**src/rtl/mem_port_arbiter.sv**
```systemverilog
`default_nettype none
// ============================================================================
// Module   : mem_port_arbiter
// Purpose  : Two-requester arbiter for one shared synchronous block-RAM port.
//            Requester 0 is the CPU memory path and requester 1 is a
//            DMA/boot-loader master. The arbiter grants one access per cycle,
//            stalls the CPU when it loses, and follows the 1-cycle BRAM read
//            latency so that read data returns to the requester that issued
//            the read.
// Ports    : clk, rst (asynchronous, active-high)
//            cpu_req/cpu_we/cpu_addr/cpu_wdata -> cpu_stall, cpu_rvalid, cpu_rdata
//            dma_req/dma_we/dma_addr/dma_wdata -> dma_gnt, dma_rvalid, dma_rdata
//            mem_en/mem_we/mem_addr/mem_wdata  -> BRAM port, mem_rdata <- BRAM
// Config   : MEM_ARB_RR_EN defined   -> contended cycles alternate CPU/DMA
//            MEM_ARB_RR_EN undefined -> CPU priority with a DMA starvation
//                                       counter bounded by STARVE_LIMIT
// Revision : 1.0 - initial release
// ============================================================================
module mem_port_arbiter #(
  parameter int AW           = 12,
  parameter int STARVE_LIMIT = 8
) (
  input  logic          clk,
  input  logic          rst,
  // CPU requester
  input  logic          cpu_req,
  input  logic [3:0]    cpu_we,
  input  logic [AW-1:0] cpu_addr,
  input  logic [31:0]   cpu_wdata,
  output logic          cpu_stall,
  output logic          cpu_rvalid,
  output logic [31:0]   cpu_rdata,
  // DMA requester
  input  logic          dma_req,
  input  logic [3:0]    dma_we,
  input  logic [AW-1:0] dma_addr,
  input  logic [31:0]   dma_wdata,
  output logic          dma_gnt,
  output logic          dma_rvalid,
  output logic [31:0]   dma_rdata,
  // BRAM port
  output logic          mem_en,
  output logic [3:0]    mem_we,
  output logic [AW-1:0] mem_addr,
  output logic [31:0]   mem_wdata,
  input  logic [31:0]   mem_rdata
);

  logic        dma_win;
  logic        cpu_win;
  logic        contend;

  logic        rd_pending_q, rd_pending_d;
  logic        rd_owner_q,   rd_owner_d;
  logic [31:0] cpu_rdata_q,  cpu_rdata_d;
  logic [31:0] dma_rdata_q,  dma_rdata_d;

`ifdef MEM_ARB_RR_EN
  // Set after a contended CPU win: the next contended cycle belongs to DMA.
  logic        rr_dma_q, rr_dma_d;
`else
  localparam logic [7:0] c_starve_limit = 8'(STARVE_LIMIT);
  logic [7:0]  starve_cnt_q, starve_cnt_d;
`endif

  // --------------------------------------------------------------------------
  // Grant decision and BRAM drive (combinational)
  // --------------------------------------------------------------------------
  always_comb begin
    contend = cpu_req & dma_req;
`ifdef MEM_ARB_RR_EN
    dma_win = dma_req & (~cpu_req | rr_dma_q);
`else
    dma_win = dma_req & (~cpu_req | (starve_cnt_q == c_starve_limit));
`endif
    // No access may reach the BRAM while reset is held.
    if (rst) begin
      dma_win = 1'b0;
    end
    cpu_win = cpu_req & ~dma_win & ~rst;

    mem_en    = cpu_win | dma_win;
    mem_addr  = dma_win ? dma_addr  : cpu_addr;
    mem_wdata = dma_win ? dma_wdata : cpu_wdata;
    mem_we    = 4'b0000;
    if (dma_win) begin
      mem_we = dma_we;
    end else if (cpu_win) begin
      mem_we = cpu_we;
    end

    dma_gnt   = dma_win;
    cpu_stall = cpu_req & dma_win;
  end

  // --------------------------------------------------------------------------
  // Arbitration state next-value
  // --------------------------------------------------------------------------
`ifdef MEM_ARB_RR_EN
  always_comb begin
    rr_dma_d = rr_dma_q;
    if (contend) begin
      rr_dma_d = cpu_win;
    end
  end
`else
  always_comb begin
    starve_cnt_d = starve_cnt_q;
    if (!dma_req || dma_win) begin
      starve_cnt_d = 8'd0;
    end else if (contend && (starve_cnt_q < c_starve_limit)) begin
      starve_cnt_d = starve_cnt_q + 8'd1;
    end
  end
`endif

  // --------------------------------------------------------------------------
  // Read return path: the BRAM answers one cycle after the grant, so the
  // owner's rdata is taken straight from mem_rdata in that cycle and latched
  // so it holds while the other requester's reads come back.
  // --------------------------------------------------------------------------
  always_comb begin
    rd_pending_d = mem_en & (mem_we == 4'b0000);
    rd_owner_d   = dma_win;

    cpu_rvalid   = rd_pending_q & ~rd_owner_q;
    dma_rvalid   = rd_pending_q &  rd_owner_q;

    cpu_rdata_d  = cpu_rvalid ? mem_rdata : cpu_rdata_q;
    dma_rdata_d  = dma_rvalid ? mem_rdata : dma_rdata_q;

    cpu_rdata    = cpu_rdata_d;
    dma_rdata    = dma_rdata_d;
  end

  // --------------------------------------------------------------------------
  // State registers
  // --------------------------------------------------------------------------
  always_ff @(posedge clk or posedge rst) begin
    if (rst) begin
      rd_pending_q <= 1'b0;
      rd_owner_q   <= 1'b0;
      cpu_rdata_q  <= 32'd0;
      dma_rdata_q  <= 32'd0;
    end else begin
      rd_pending_q <= rd_pending_d;
      rd_owner_q   <= rd_owner_d;
      cpu_rdata_q  <= cpu_rdata_d;
      dma_rdata_q  <= dma_rdata_d;
    end
  end

`ifdef MEM_ARB_RR_EN
  always_ff @(posedge clk or posedge rst) begin
    if (rst) begin
      rr_dma_q <= 1'b0;
    end else begin
      rr_dma_q <= rr_dma_d;
    end
  end
`else
  always_ff @(posedge clk or posedge rst) begin
    if (rst) begin
      starve_cnt_q <= 8'd0;
    end else begin
      starve_cnt_q <= starve_cnt_d;
    end
  end
`endif

endmodule
`default_nettype wire
```
**config.mk**
```make
export PLATFORM = sky130hd
export DESIGN_NAME = mem_port_arbiter
export DESIGN_NICKNAME = d
export VERILOG_FILES = /design/src/rtl/mem_port_arbiter.sv
export SDC_FILE = /design/constraint.sdc
export NUM_CORES = 1
export LEC_CHECK = 0
export CELL_PAD_IN_SITES_DETAIL_PLACEMENT = 1
export CELL_PAD_IN_SITES_GLOBAL_PLACEMENT = 1
export CORE_ASPECT_RATIO = 1.5
export CORE_UTILIZATION = 24
export CTS_CLUSTER_DIAMETER = 200
export DETAILED_ROUTE_END_ITERATION = 16
export PLACE_DENSITY_LB_ADDON = 0.1
export SKIP_CTS_REPAIR_TIMING = 1
export SLEW_MARGIN = 20
export SYNTH_ARGS = -nofsm -noshare
export SYNTH_HDL_FRONTEND = slang
export SYNTH_SLANG_ARGS = --single-unit
```
**constraint.sdc**
```tcl
create_clock -name clk -period 2.3 [get_ports clk]
set_clock_uncertainty 0.1 [all_clocks]
set_input_delay 0.345 -clock clk [delete_from_list [all_inputs] [get_ports clk]]
set_output_delay 0.345 -clock clk [all_outputs]
set_load 0.05 [all_outputs]
```
==> results of run 1 <==
synthesized netlist by cell type, drive strengths merged, types with 2 or more instances:
master   instances
mux2           108
dfrtp           74
inv             10
buf              9
nor2             9
nand2            5
and3             4
clkbuf           4
mux2i            4
a2111oi          2
a21oi            2
ha               2
nand2b           2
nor3             2
or3b             2
power by group:
| group | total (mW) | switching [mW] | internal (mW) |
|---|---|---|---|
| Combinational | 4.23 | 2.16 | 2.07 |
| Sequential | 1.70 | 0.0759 | 1.62 |
| Clock | 1.27 | 0.542 | 0.731 |
routing by layer:
| layer | wire length, um | vias to the layer above |
|---|---|---|
| met5 | 0 | - |
| met4 | 213 | 0 |
| met3 | 1600 | 10 |
| met2 | 7600 | 174 |
| met1 | 5030 | 1608 |
| li1 | - | 1461 |
cells by family (layout without fill, tap and decap cells):
| kind of cell | count (synthesis) | in the layout | share of synthesized area (%) |
|---|---|---|---|
| muxes | 112 | 112 | 37.8 |
| DFF | 74 | 74 | 49.6 |
| and+or+nand+nor | 31 | 32 | 4.89 |
| buffers and inverters | 23 | 306 | 4.46 |
| AOI/OAI and AO/OA | 10 | 10 | 2.18 |
| adders and majority gates | 2 | 2 | 0.670 |
| xor gates and xnor gates | 2 | 2 | 0.469 |
| other | 0 | 1 | 0 |
worst max-delay path by stage:
| stage | startpoint | endpoint | slack, ns | cells after the start |
|---|---|---|---|---|
| floorplan | starve_cnt_q[0]$_DFFE_PP0P_ | mem_we[1] | -0.12 | 8 |
| global placement | cpu_req | mem_we[0] | -0.13 | 8 |
| detailed placement | cpu_req | mem_we[0] | -0.16 | 8 |
| CTS | starve_cnt_q[0]$_DFFE_PP0P_ | mem_we[0] | -0.38 | 9 |
| global route | starve_cnt_q[0]$_DFFE_PP0P_ | mem_wdata[9] | -0.43 | 8 |
| finish | starve_cnt_q[1]$_DFFE_PP0P_ | mem_wdata[4] | -0.37 | 8 |
area by class of cell:
| class | count | area share [%] |
|---|---|---|
| Antenna cell | 1 | 0.0303 |
| Sequential cell | 74 | 22.5 |
| Tap cell | 199 | 3.02 |
| Clock buffer | 10 | 2.78 |
| Inverter | 10 | 0.546 |
| Timing Repair Buffer | 280 | 48.6 |
| Multi-Input combinational cell | 158 | 22.0 |
| Clock inverter | 6 | 0.516 |
flip-flops by register name, indices dropped and copies added (netlist names):
| signal | flops |
|---|---|
| starve_cnt_q | 8 |
| rd_owner_q | 1 |
| rd_pending_q | 1 |
| cpu_rdata_q | 32 |
| dma_rdata_q | 32 |
==> results.md, run 1 <==
* Die area at 16100 sq um
* Worst Hold Path EP: cpu_rdata_q[20]$_DFF_PP0_
* Footprint of the multi-input gates at 1820 sq um
* Failing checks: negative setup slack
* Routed len/inst at 19.6 um
* Vias per inst at 4.41
* Worst Path Max Fanout at 7
* Total congestion overflow at 0
* Critical R2R Capture: rd_pending_q$_DFF_PP0_
* Setup CP Type: flop to primary output
* Critical Path End Type: primary output
* PnR Total Power at 7.20 mW
* Global Route met1 Usage at 18.2%
* Critical-path cell list: inv_2, ha_4, and3b_2, a21oi_4, or2_4, clkbuf_16, mux2_4, buf_12
* RSZ-0062 raised after global routing: yes
* Worst skew pair latency at 0.33 ns
* Post-synthesis instance total at 254
* Min-delay src: cpu_rdata_q[20]$_DFF_PP0_
* First-pass GRT wire length at 21400 um
* Die H at 155 um
* Maximum capacitance violations at 0
* Core Area at 15100 sq um
* Starting density of the core at 24.7%
* Final period util at 116%
* DPL Wire Length at 11400 um
* Leak at 3.72 nW
* Post-synth EDFFs at 0
* H-tree depth at 3
* Total track usage at 17.7%
* Vias in the first global route at 3599
* Pre-CTS setup slack at -0.157 ns
* Ratio of cells with drive above 1 in the final layout at 54.1%
* Most used routing layer: met2
* Peak supply drop at 0.000741 V
* Synth unique cells at 35
* Final core utilization at 54.5%
* Max Freq at 0.375 GHz
* Clock period minus worst slack at 2.67 ns
* Syn nets at 388
* Setup TNS at -15.66 ns
* Clock transition at path regs at 0.06 ns
* Top Family by Delay on Critical Path: simple AND/OR/NAND/NOR gates
* Via count at 3253
* Drt first pass iters at 4
* Dominant cells by area after synthesis: dfrtp_1, mux2_2, mux2_4
* IO Count at 249
* M3 GR Usage at 8.18%
* Clk buf depth at 2
* Synth Cell Area at 3730 sq um
* Layout area overhead at 121%
* Slowest cell on crit path: dfrtp_1
* Num rows at 55
* Startpoint Class: flop
* CTS Sinks at 74
* Yosys top cell area share at 49.6%
* Final worst slack at -0.367 ns
* Max-slew violations at 0
* DRC at 0
* Final WL at 14500 um
* Syn avg cell area at 14.7 sq um
* Dpl cell area at 7700 sq um
* Outcome: finished with violations
* WP data required at 1.86 ns
* Hold Crit Depth at 1
* Fill cells at 1471
* Largest stage delay on the critical path at 0.36 ns
* Worst Path Buf+Inv at 3
* Worst slew margin at 67.4%
* Critical path arrival at 2.22 ns
* Reg2Reg Setup Slack at 0.26 ns
* Most frequent cells in the layout: clkdlybuf4s50_1, buf_12, dfrtp_1
* Slew @ Worst Pin at 0.487 ns
* Reg area at 1850 sq um
* Number of port buffers at 248
* Async S/R FF share, synth at 100%
* Post-DRT Antenna Nets at 0
* GPL Wtd Cong at 0.813
* Largest area contributor in the netlist: dfrtp_1
* Hold slack final at 0.431 ns
* Proportion of synthesized chip area in sequential cells at 49.6%
* Synth Flop Type: dfrtp_1
* CTS tree: yes
* Synth warn at 0
* Met2 Usage GRT at 31.7%
* Dpl cells at 710
* Initial antenna violation count at 1
* Largest net degree at the start of global routing at 36
* CTS Root Cell: clkbuf_16
* Critical R2R Launch: starve_cnt_q[1]$_DFFE_PP0P_
* Final Hold Viols at 0
* Final std cells w/o fill at 738
* CTS Buf Count at 9
* Reg2reg path depth at 7
* # setup viols final at 50
* Final Cell Area at 8250 sq um
* Initial DRC count at 56
* Die Wd at 104 um
* Most common cell after layout, fill and taps aside: clkdlybuf4s50_1
* Synthesized flop and latch total at 74
* Pwr Density at 873 nW/um^2
* Nets at 667
* HP Class: flop to flop
Power figures use the tool's default switching activity.
==> inputs of run 2 (changes only) <==
--- a/config.mk
+++ b/config.mk
@@ -5,6 +5,7 @@
 export SDC_FILE = /design/constraint.sdc
 export NUM_CORES = 1
 export LEC_CHECK = 0
+export ABC_CLOCK_PERIOD_IN_PS = 2300
 export CELL_PAD_IN_SITES_DETAIL_PLACEMENT = 1
 export CELL_PAD_IN_SITES_GLOBAL_PLACEMENT = 1
 export CORE_ASPECT_RATIO = 1.5
==> results of run 2 <==
Final layout, timing and power as in run 1 (identical DEF).
